`src/rtl/cpu_pkg.sv`:
```
// Shared types, field positions and helpers for the multi-cycle CPU core family.
package cpu_pkg;

   localparam int unsigned INSTR_W = 16;
   localparam int unsigned OP_LSB  = 13;
   localparam int unsigned RD_LSB  = 10;
   localparam int unsigned RS1_LSB = 7;
   localparam int unsigned RS2_LSB = 4;
   localparam int unsigned IMM6_W  = 6;
   localparam int unsigned OFF10_W = 10;

   localparam logic [2:0] REG_PC    = 3'd7;
   localparam logic [2:0] COND_HALT = 3'b111;

   typedef enum logic [2:0] {
      OP_ADD  = 3'b000,
      OP_SUB  = 3'b001,
      OP_AND  = 3'b010,
      OP_ORR  = 3'b011,
      OP_ADDI = 3'b100,
      OP_LDR  = 3'b101,
      OP_STR  = 3'b110,
      OP_B    = 3'b111
   } op_e;

   typedef enum logic [2:0] {
      COND_AL  = 3'b000,
      COND_EQ  = 3'b001,
      COND_NE  = 3'b010,
      COND_CS  = 3'b011,
      COND_MI  = 3'b100,
      COND_VS  = 3'b101,
      COND_LT  = 3'b110,
      COND_HLT = 3'b111
   } cond_e;

   typedef enum logic [2:0] {
      S_RESET,
      S_FETCH,
      S_DECODE,
      S_EXEC,
      S_MEM,
      S_WB,
      S_HALTED
   } state_e;

   typedef struct packed {
      logic n;
      logic z;
      logic c;
      logic v;
   } nzcv_t;

   // Branch condition evaluation against the current flags.
   function automatic logic cond_pass(input cond_e c, input nzcv_t f);
      case (c)
         COND_AL: return 1'b1;
         COND_EQ: return f.z;
         COND_NE: return !f.z;
         COND_CS: return f.c;
         COND_MI: return f.n;
         COND_VS: return f.v;
         COND_LT: return f.n != f.v;
         default: return 1'b0;
      endcase
   endfunction

endpackage

```
`src/rtl/mc_alu.sv`:
```
// Combinational DATA_W ALU: add/sub via a single adder, plus AND/ORR, with NZCV.
module mc_alu
   import cpu_pkg::*;
#(
   parameter int unsigned DATA_W = 8
) (
   input  logic [DATA_W-1:0] a,
   input  logic [DATA_W-1:0] b,
   input  op_e               op,
   output logic [DATA_W-1:0] result,
   output nzcv_t             nzcv
);

   logic              sub;
   logic [DATA_W-1:0] b_eff;
   logic [DATA_W:0]   sum;

   // SUB is A + ~B + 1, so C = 1 means no borrow.
   always_comb begin
      sub    = (op == OP_SUB);
      b_eff  = sub ? ~b : b;
      sum    = {1'b0, a} + {1'b0, b_eff} + (DATA_W+1)'(sub);
      result = sum[DATA_W-1:0];
      case (op)
         OP_AND:  result = a & b;
         OP_ORR:  result = a | b;
         default: ;
      endcase
      nzcv.n = result[DATA_W-1];
      nzcv.z = (result == '0);
      nzcv.c = sum[DATA_W];
      nzcv.v = (a[DATA_W-1] == b_eff[DATA_W-1]) && (sum[DATA_W-1] != a[DATA_W-1]);
   end

endmodule

```
`src/rtl/multicycle_cpu_core.sv`:
```
// Multi-cycle 16-bit ISA core: one FSM sequences fetch/decode/exec/mem/wb
// against req/ready instruction and data memories.
module multicycle_cpu_core
   import cpu_pkg::*;
#(
   parameter int unsigned DATA_W = 8,
   parameter int unsigned ADDR_W = 8
) (
   input  logic               clk,
   input  logic               rst_n,
   output logic               imem_req,
   output logic [ADDR_W-1:0]  imem_addr,
   input  logic               imem_ready,
   input  logic [15:0]        imem_rdata,
   output logic               dmem_req,
   output logic               dmem_we,
   output logic [ADDR_W-1:0]  dmem_addr,
   output logic [DATA_W-1:0]  dmem_wdata,
   input  logic               dmem_ready,
   input  logic [DATA_W-1:0]  dmem_rdata,
   output logic               retire,
   output logic               halted,
   output logic [3:0]         flags
);

   localparam int unsigned TGT_W = (ADDR_W > OFF10_W) ? ADDR_W : OFF10_W;

   state_e              state_q, state_d;
   logic [ADDR_W-1:0]   pc_q, mem_addr_q;
   logic [INSTR_W-1:0]  ir_q;
   logic [DATA_W-1:0]   a_q, b_q, res_q, ld_q;
   nzcv_t               flags_q;
   logic [DATA_W-1:0]   rf_q [8];

   op_e                 op;
   logic [2:0]          rd, rs1, rs2;
   logic [DATA_W-1:0]   imm, r7_val, src_a, src_b, src_d, alu_b, alu_res, wb_val;
   logic [ADDR_W-1:0]   pc_inc, br_tgt;
   nzcv_t               alu_flags;

   assign op     = op_e'(ir_q[OP_LSB +: 3]);
   assign rd     = ir_q[RD_LSB +: 3];
   assign rs1    = ir_q[RS1_LSB +: 3];
   assign rs2    = ir_q[RS2_LSB +: 3];
   assign imm    = DATA_W'(ir_q[IMM6_W-1:0]);
   assign pc_inc = pc_q + ADDR_W'(1);
   assign br_tgt = ADDR_W'(TGT_W'(pc_inc) + TGT_W'($signed(ir_q[OFF10_W-1:0])));

   // Operand selection; R7 reads as PC+1.
   always_comb begin
      r7_val = DATA_W'(pc_inc);
      src_a  = (rs1 == REG_PC) ? r7_val : rf_q[rs1];
      src_b  = (rs2 == REG_PC) ? r7_val : rf_q[rs2];
      src_d  = (rd  == REG_PC) ? r7_val : rf_q[rd];
      alu_b  = (op inside {OP_ADDI, OP_LDR, OP_STR}) ? imm : b_q;
      wb_val = (op == OP_LDR) ? ld_q : res_q;
   end

   mc_alu #(.DATA_W(DATA_W)) u_alu (
      .a      (a_q),
      .b      (alu_b),
      .op     (op),
      .result (alu_res),
      .nzcv   (alu_flags)
   );

   always_ff @(posedge clk or negedge rst_n) begin
      if (!rst_n) state_q <= S_RESET;
      else        state_q <= state_d;
   end

   always_comb begin
      state_d = state_q;
      case (state_q)
         S_RESET:  state_d = S_FETCH;
         S_FETCH:  if (imem_ready) state_d = S_DECODE;
         S_DECODE: state_d = S_EXEC;
         S_EXEC: begin
            if (op == OP_LDR || op == OP_STR)      state_d = S_MEM;
            else if (op == OP_B && rd == COND_HALT) state_d = S_HALTED;
            else                                    state_d = S_WB;
         end
         S_MEM:    if (dmem_ready) state_d = S_WB;
         S_WB:     state_d = S_FETCH;
         S_HALTED: state_d = S_HALTED;
         default:  state_d = S_RESET;
      endcase
   end

   // Request/status outputs are Moore, decoded from the state alone.
   always_comb begin
      imem_req = 1'b0;
      dmem_req = 1'b0;
      dmem_we  = 1'b0;
      retire   = 1'b0;
      halted   = 1'b0;
      case (state_q)
         S_FETCH:  imem_req = 1'b1;
         S_MEM: begin
            dmem_req = 1'b1;
            dmem_we  = (op == OP_STR);
         end
         S_WB:     retire = 1'b1;
         S_HALTED: halted = 1'b1;
         default:  ;
      endcase
   end

   assign imem_addr  = pc_q;
   assign dmem_addr  = mem_addr_q;
   assign dmem_wdata = b_q;
   assign flags      = flags_q;

   // Datapath registers, advanced by the current state.
   always_ff @(posedge clk or negedge rst_n) begin
      if (!rst_n) begin
         pc_q       <= '0;
         ir_q       <= '0;
         a_q        <= '0;
         b_q        <= '0;
         res_q      <= '0;
         ld_q       <= '0;
         mem_addr_q <= '0;
         flags_q    <= '0;
         for (int i = 0; i < 8; i++) rf_q[i] <= '0;
      end else begin
         case (state_q)
            S_FETCH: if (imem_ready) ir_q <= imem_rdata;
            S_DECODE: begin
               a_q <= src_a;
               b_q <= (op == OP_STR) ? src_d : src_b;
            end
            S_EXEC: begin
               res_q      <= alu_res;
               mem_addr_q <= ADDR_W'(alu_res);
               case (op)
                  OP_ADD, OP_SUB, OP_ADDI: flags_q <= alu_flags;
                  OP_AND, OP_ORR: begin
                     flags_q.n <= alu_flags.n;
                     flags_q.z <= alu_flags.z;
                  end
                  default: ;
               endcase
            end
            S_MEM: if (dmem_ready) ld_q <= dmem_rdata;
            S_WB: begin
               pc_q <= pc_inc;
               case (op)
                  OP_STR: ;
                  OP_B:    if (cond_pass(cond_e'(rd), flags_q)) pc_q <= br_tgt;
                  default: begin
                     if (rd == REG_PC) pc_q     <= ADDR_W'(wb_val);
                     else              rf_q[rd] <= wb_val;
                  end
               endcase
            end
            default: ;
         endcase
      end
   end

endmodule

```
`config.mk`:
```
export PLATFORM = sky130hd
export DESIGN_NAME = multicycle_cpu_core
export DESIGN_NICKNAME = d
export VERILOG_FILES = /design/src/rtl/cpu_pkg.sv /design/src/rtl/mc_alu.sv /design/src/rtl/multicycle_cpu_core.sv
export SDC_FILE = /design/constraint.sdc
export NUM_CORES = 1
export LEC_CHECK = 0
export ABC_AREA = 1
export CAP_MARGIN = 0
export CORE_MARGIN = 5
export CORE_UTILIZATION = 40
export DETAILED_ROUTE_END_ITERATION = 12
export SLEW_MARGIN = 25
export SYNTH_ARGS = -nofsm -noshare
export SYNTH_HDL_FRONTEND = slang
export SYNTH_SLANG_ARGS = --single-unit
```
`constraint.sdc`:
```
create_clock -name clk -period 5 [get_ports clk]
set_input_delay 1 -clock clk [delete_from_list [all_inputs] [get_ports clk]]
set_output_delay 1 -clock clk [all_outputs]
set_load 0.01 [all_outputs]
```
==> impl_metrics.csv, run 1 <==
group,metric,value,unit
yosys,synth-xor-area-share,1.117,%
sta,drv_slew,0,
clock_tree,cts_setup_buffers,0,
clock_tree,hold_buffers,0,
route,avgRoutedWirePerCell,20.01,um
clock_tree,path_clk_slew,0.06,ns
power_and_ir_drop,sw_frac_of_total,21.60,%
die,dieArea,22500,sq um
die,die_w,150,um
sta,min_period,3.810,ns
cells_and_area,area_growth_syn_to_layout,19.10,%
sta,finalCritPeriodShare,76.19,%
route,num_vias,8028,
cells_and_area,ff_latch_area,3028,sq um
placed_design,dp.cells,1401,
clock_tree,root_buffer,"clkbuf_16",
die,ios,61,
route,dr.first_iter.drc_count,825,
sta,hold_violations,0,
power_and_ir_drop,combinationalPowerShare,1.7,%
critical_path,start_kind,"register",
clock_tree,htreeDepth,4,
yosys,synth_edf_count,0,
power_and_ir_drop,p_per_area,259.5,nW/um^2
grt,antenna_found_initial,0,
yosys,synthMuxAreaShare,1.564,%
placed_design,place_congestion,0.9875,
yosys,avgSynthCellArea,7.057,sq um
power_and_ir_drop,internal-power,0.001899,W
route,drt-total-wl,28720,um
clock_tree,clock_sinks,121,
route,vias_per_cell,5.594,
yosys,syn_area,7840,sq um
clock_tree,clk_latency,0.43,ns
yosys,synth.area.top_cells,"dfrtp_1 39%, nand2_1 13%, o21ai_0 11%, inv_1 5.7%, a21oi_1 5.4%",
critical_path,crit_arrival,2.81,ns
yosys,synth_compound_area_share,22.73,%
flow_run,drv_cap,0,
power_and_ir_drop,power.leakage,4.349,nW
grt,overflow,0,
critical_path,cp.required,4.00,ns
critical_path,timing_worst_setup_path_type,"register to output pin",
route,firstDrtPassIters,6,
cells_and_area,mostFrequentLayoutCells,"279 x nand2_1, 173 x o21ai_0, 121 x dfrtp_1",
clock_tree,cts_tree,"yes",
clock_tree,clockBufferDepth,2,
yosys,synth-seq-cells,121,
worst_hold_path,hold_path_class,"register to register",
yosys,syn_nets,1158,
die,core-area,19400,sq um
die,die_y,150,um
sta,clock.fmax,262.5,MHz
yosys,synth_top_family_by_area,"simple AND/OR/NAND/NOR gates",
cells_and_area,finalNonFillerCells,1435,
placed_design,port_buffers,60,
yosys,seq_area_frac_synth,38.62,%
die,num_rows,51,
power_and_ir_drop,pwr-share-clk,57.8,%
critical_path,worstSetupEndpointType,"output pin",
cells_and_area,nFillCells,1994,
yosys,synth_top_area_share,38.62,%
grt,grt_usage,26.23,%
route,ant_nets,0,
yosys,yosys.area_share.simple,24.50,%
yosys,yosysTopAreaCell,"dfrtp_1",
die,start_util,40.42,%
critical_path,crit_fanout,12,
power_and_ir_drop,peakVddDrop,0.0001963,V
grt,grt_pass1_wl,44820,um
yosys,synthCells,1111,
critical_path,rrSetupSlack,1.74,ns
sta,rsz0062_at_grt,"false",
clock_tree,cts_buffers,17,
grt,grt_pass1_vias,7555,
yosys,synth_top_flop_cell,"dfrtp_1",
cells_and_area,multi_input_area,4177,sq um
cells_and_area,final_common_cell,"nand2_1",
status,status,"complete, no violations",
yosys,ys_types,43,
sta,setup_viol,0,
power_and_ir_drop,p_seq_share,40.4,%
route,drcViolationCount,0,
sta,final.setup.tns,0,ns
yosys,yosysWarnings,0,
placed_design,hpwl,20920,um
yosys,synthAdderAreaFrac,3.224,%
sta,slew_headroom,26.60,%
cells_and_area,final_nets,1202,
cells_and_area,drive_gt1_share,6.079,%
yosys,synthArstFlopShare,100.0,%
sta,skew,0.009759,ns
grt,grt_max_degree,67,
clock_tree,ctsResizeCount,0,
sta,tightest_slew,1.100,ns
power_and_ir_drop,p_switching,0.0005234,W
## cells in the mapped netlist, types with 3 or more instances
master and instances:
nand2_1 279, o21ai_0 173, dfrtp_1 121, inv_1 119, a21oi_1 85, nor2_1 80, nand3_1 64, clkbuf_1 34
ha_1 17, o211ai_1 17, buf_2 10, mux2_2 10, nand4_1 9, nor3_1 8, o22ai_1 8, a221oi_1 6
xor2_1 6, a22oi_1 5, a31oi_1 5, o31ai_1 5, o2111ai_1 4, or2_2 4, xnor2_1 4, a211oi_1 3
a21o_1 3, inv_2 3, nor2_2 3, nor2_4 3
## routing by layer
layer	vias to the layer above	part of all wire [%]	track usage (%)
met5	-	0	0
met4	0	2.7	10.02
met3	49	8.4	5.270
met2	376	43	38.66
met1	3781	46	37.89
li1	3822	-	-
## final cells by class
class / count / area share [%]
Antenna cell: 2 / 0.05360
Inverter: 124 / 4.985
Multi-Input combinational cell: 821 / 44.73
Timing Repair Buffer: 70 / 7.209
Clock inverter: 14 / 2.345
Tap cell: 265 / 3.551
Sequential cell: 121 / 32.43
Clock buffer: 18 / 4.703
## stage by stage
| stage | hold WS, ns | setup WS (ns) | utilization (%) | total power [W] | cell area, sq um |
|---|---|---|---|---|---|
| after detailed placement | 0.3714 | 1.662 | 44.72 | 0.001041 | 8675 |
| after floorplan | 0.4239 | 2.381 | - | 0.0009977 | 7840 |
| after global placement | 0.3650 | 1.742 | 44.69 | 0.001041 | 8668 |
| after global routing | 0.3904 | 1.007 | 48.11 | 0.002492 | 9333 |
| after CTS | 0.3858 | 1.210 | 48.11 | 0.002443 | 9333 |
| final | 0.3780 | 1.190 | 48.14 | 0.002423 | 9338 |
## power groups by stage
stage | clock, W | combinational, W | sequential [W]
after floorplan | 0 | 0.000000293 | 0.000997
after global placement | 0 | 0.0000435 | 0.000997
after detailed placement | 0 | 0.0000437 | 0.000997
after CTS | 0.00142 | 0.0000439 | 0.000979
after global routing | 0.00147 | 0.0000479 | 0.000979
final | 0.00140 | 0.0000419 | 0.000979
## sequential cells by signal, summed over array words and instances (netlist names), 4 cells and up
| signal | count |
|---|---|
| rf_q | 58 |
| ir_q | 16 |
| a_q | 8 |
| dmem_wdata | 8 |
| imem_addr | 8 |
| ld_q | 8 |
| res_q | 8 |
| flags | 4 |
## critical path: stages (launching register included)
cell and delay, ns:
dfrtp_1 0.52, nand2_1 0.29, nor2_2 0.44, inv_1 0.37, nor2_1 0.19, clkdlybuf4s50_1 0.56
## cells by family after synthesis
family | count (synthesis)
adders and majority gates | 19
and+or+nand+nor | 458
DFF | 121
muxes | 11
AOI/OAI and AO/OA | 323
buffers and inverters | 169
xor gates and xnor gates | 10
## final timing paths
| check | startpoint | end | cells past startpoint |
|---|---|---|---|
| max | ir_q[15] | dmem_we | 5 |
| min | rf_q[3] | rf_q[3] | 0 |
| max reg2reg | ir_q[13] | flags[2] | 18 |
| min reg2reg | rf_q[3] | rf_q[3] | 0 |
| max in group asynchronous | rst_n | ir_q[5] | 2 |
| min in group asynchronous | rst_n | rf_q[31] | 1 |
Power figures use the tool's default switching activity.
==> run 2, diff against run 1 <==
Clock period 5 ns to 3.5 ns, I/O delays scaled along.
==> impl_metrics.csv, run 2 (synthesis gave the netlist of run 1 again) <==
group,metric,value,unit
critical_path,crit_slowest_cell,"clkdlybuf4s50_1",
sta,hold_violations,0,
sta,drv_slew,0,
cells_and_area,reg_top3,"rf_q (58), ir_q (16)",
sta,setup_viol,0,
cells_and_area,largest_register_ffs,58,
sta,postLayoutSetupSlackWorst,0.4315,ns
die,dieArea,22500,sq um
cells_and_area,mostFrequentLayoutCells,"279 x nand2_1, 173 x o21ai_0, 121 x dfrtp_1",
die,core-area,19400,sq um
sta,finalCritPeriodShare,87.67,%
critical_path,start_kind,"register",
clock_tree,cts_buffers,17,
clock_tree,htreeDepth,4,
power_and_ir_drop,power,0.003458,W
critical_path,timing_worst_setup_path_type,"register to output pin",
placed_design,port_buffers,60,
route,drt-total-wl,29000,um
die,die_y,150,um
worst_hold_path,hold_path_class,"input pin to async pin",
clock_tree,clockBufferDepth,2,
sta,min_period,3.069,ns
critical_path,crit_arrival,2.37,ns
route,vias_per_cell,5.624,
cells_and_area,drive_gt1_share,6.876,%
placed_design,dp.cells,1411,
die,ios,61,
sta,final.setup.tns,0,ns
clock_tree,hold_buffers,0,
sta,clock.fmax,325.9,MHz
clock_tree,clock_sinks,121,
clock_tree,path_clk_slew,0.06,ns
cells_and_area,area_growth_syn_to_layout,19.93,%
clock_tree,root_buffer,"clkbuf_16",
route,ant_nets,0,
route,num_vias,8116,
status,status,"complete, no violations",
power_and_ir_drop,power.leakage,4.390,nW
cells_and_area,final_common_cell,"nand2_1",
grt,grt_usage,26.16,%
route,avgRoutedWirePerCell,20.10,um
sta,tightest_slew,1.034,ns
clock_tree,clk_latency,0.43,ns
critical_path,max_stage_delay,0.55,ns
critical_path,worstSetupEndpointType,"output pin",
cells_and_area,final_nets,1212,
sta,slew_headroom,31.01,%
grt,grt_pass1_vias,7536,
cells_and_area,regMostFlops,"rf_q",
clock_tree,cts_setup_buffers,0,
route,drcViolationCount,0,
flow_run,drv_cap,0,
critical_path,cp.required,2.80,ns
grt,grt_pass1_wl,44540,um
clock_tree,cts_tree,"yes",
route,dr.first_iter.drc_count,955,
placed_design,place_congestion,0.9709,
placed_design,dp_slack,0.6713,ns
sta,skew,0.01070,ns
critical_path,crit_fanout,11,
grt,grt_max_degree,56,
cells_and_area,finalNonFillerCells,1443,
placed_design,hpwl,20810,um
grt,overflow,0,
route,firstDrtPassIters,5,
cells_and_area,nFillCells,2001,
critical_path,crit_chain,"nand2_1 -> nor2_2 -> inv_1 -> nor2_1 -> clkdlybuf4s50_1",
sta,rsz0062_at_grt,"false",
grt,antenna_found_initial,0,
clock_tree,ctsResizeCount,0,
cells_and_area,num_antenna_cells,0,
die,start_util,40.42,%
die,num_rows,51,
die,die_w,150,um
power_and_ir_drop,p_per_area,367.8,nW/um^2
power_and_ir_drop,peakVddDrop,0.0003081,V
==> run 2: cell count changes in the layout (fill, tap and decap cells not counted) <==
cell / previous run / this run
clkinv_2: 2 / 1
clkinv_4: 3 / 2
buf_4: 11 / 21
diode_2: 2 / 0
clkinvlp_4: 2 / 4
nor3_4: 3 / 2
nor3_2: 0 / 1
==> run 2: path summary, 6_finish.rpt <==
kind                           from  endpoint  slack (ns)  cells past startpoint
setup / recovery           ir_q[15]   dmem_we        0.43                      5
hold / removal                rst_n  rf_q[15]        0.32                      1
setup reg to reg           ir_q[13]  res_q[7]        0.56                     15
hold reg to reg             rf_q[3]   rf_q[3]        0.38                      0
max in group asynchronous     rst_n   ir_q[0]        2.32                      2
min in group clk            rf_q[3]   rf_q[3]        0.38                      0
==> run 2: per-stage QoR <==
| step | hold WS (ns) | area, sq um | utilization, % |
|---|---|---|---|
| finish | 0.3155 | 9403 | 48.47 |
| global route | 0.3865 | 9403 | 48.47 |
| CTS | 0.3472 | 9403 | 48.47 |
| detailed placement | 0.3639 | 8743 | 45.07 |
| global placement | 0.3622 | 8743 | 45.07 |
| floorplan | 0.4044 | 7840 | - |
==> run 2: worst max-delay path: cells and delay by family (launching register included) <==
kind | cells | cell delay (ns)
buffers and inverters | 2 | 0.65
flip-flops | 1 | 0.51
AND/OR/NAND/NOR | 3 | 0.78
==> run 2: report_power, final <==
part	internal, W	leakage (nW)	switching [W]
Combinational	0.0000289	2.49	0.0000333
Clock	0.00129	0.309	0.000710
Sequential	0.00140	1.59	0
==> run 2: final cells by class <==
| cell class | instances | area, sq um | share of cell area, % |
|---|---|---|---|
| multi-input cells | 821 | 4170 | 44.35 |
| flip-flops and latches | 121 | 3028 | 32.20 |
| repair buffers | 80 | 748.2 | 7.957 |
| inverters | 124 | 465.4 | 4.950 |
| clock buffers | 18 | 439.2 | 4.671 |
| well taps | 265 | 331.6 | 3.526 |
| clock inverters | 14 | 220.2 | 2.342 |
==> run 2: per-layer routing <==
metal | wire (um) | vias up | track usage [%]
li1 | - | 3834 | -
met1 | 12730 | 3760 | 37.12
met2 | 12170 | 434 | 37.60
met3 | 2819 | 88 | 5.996
met4 | 1282 | 0 | 12.44
met5 | 0 | - | 0
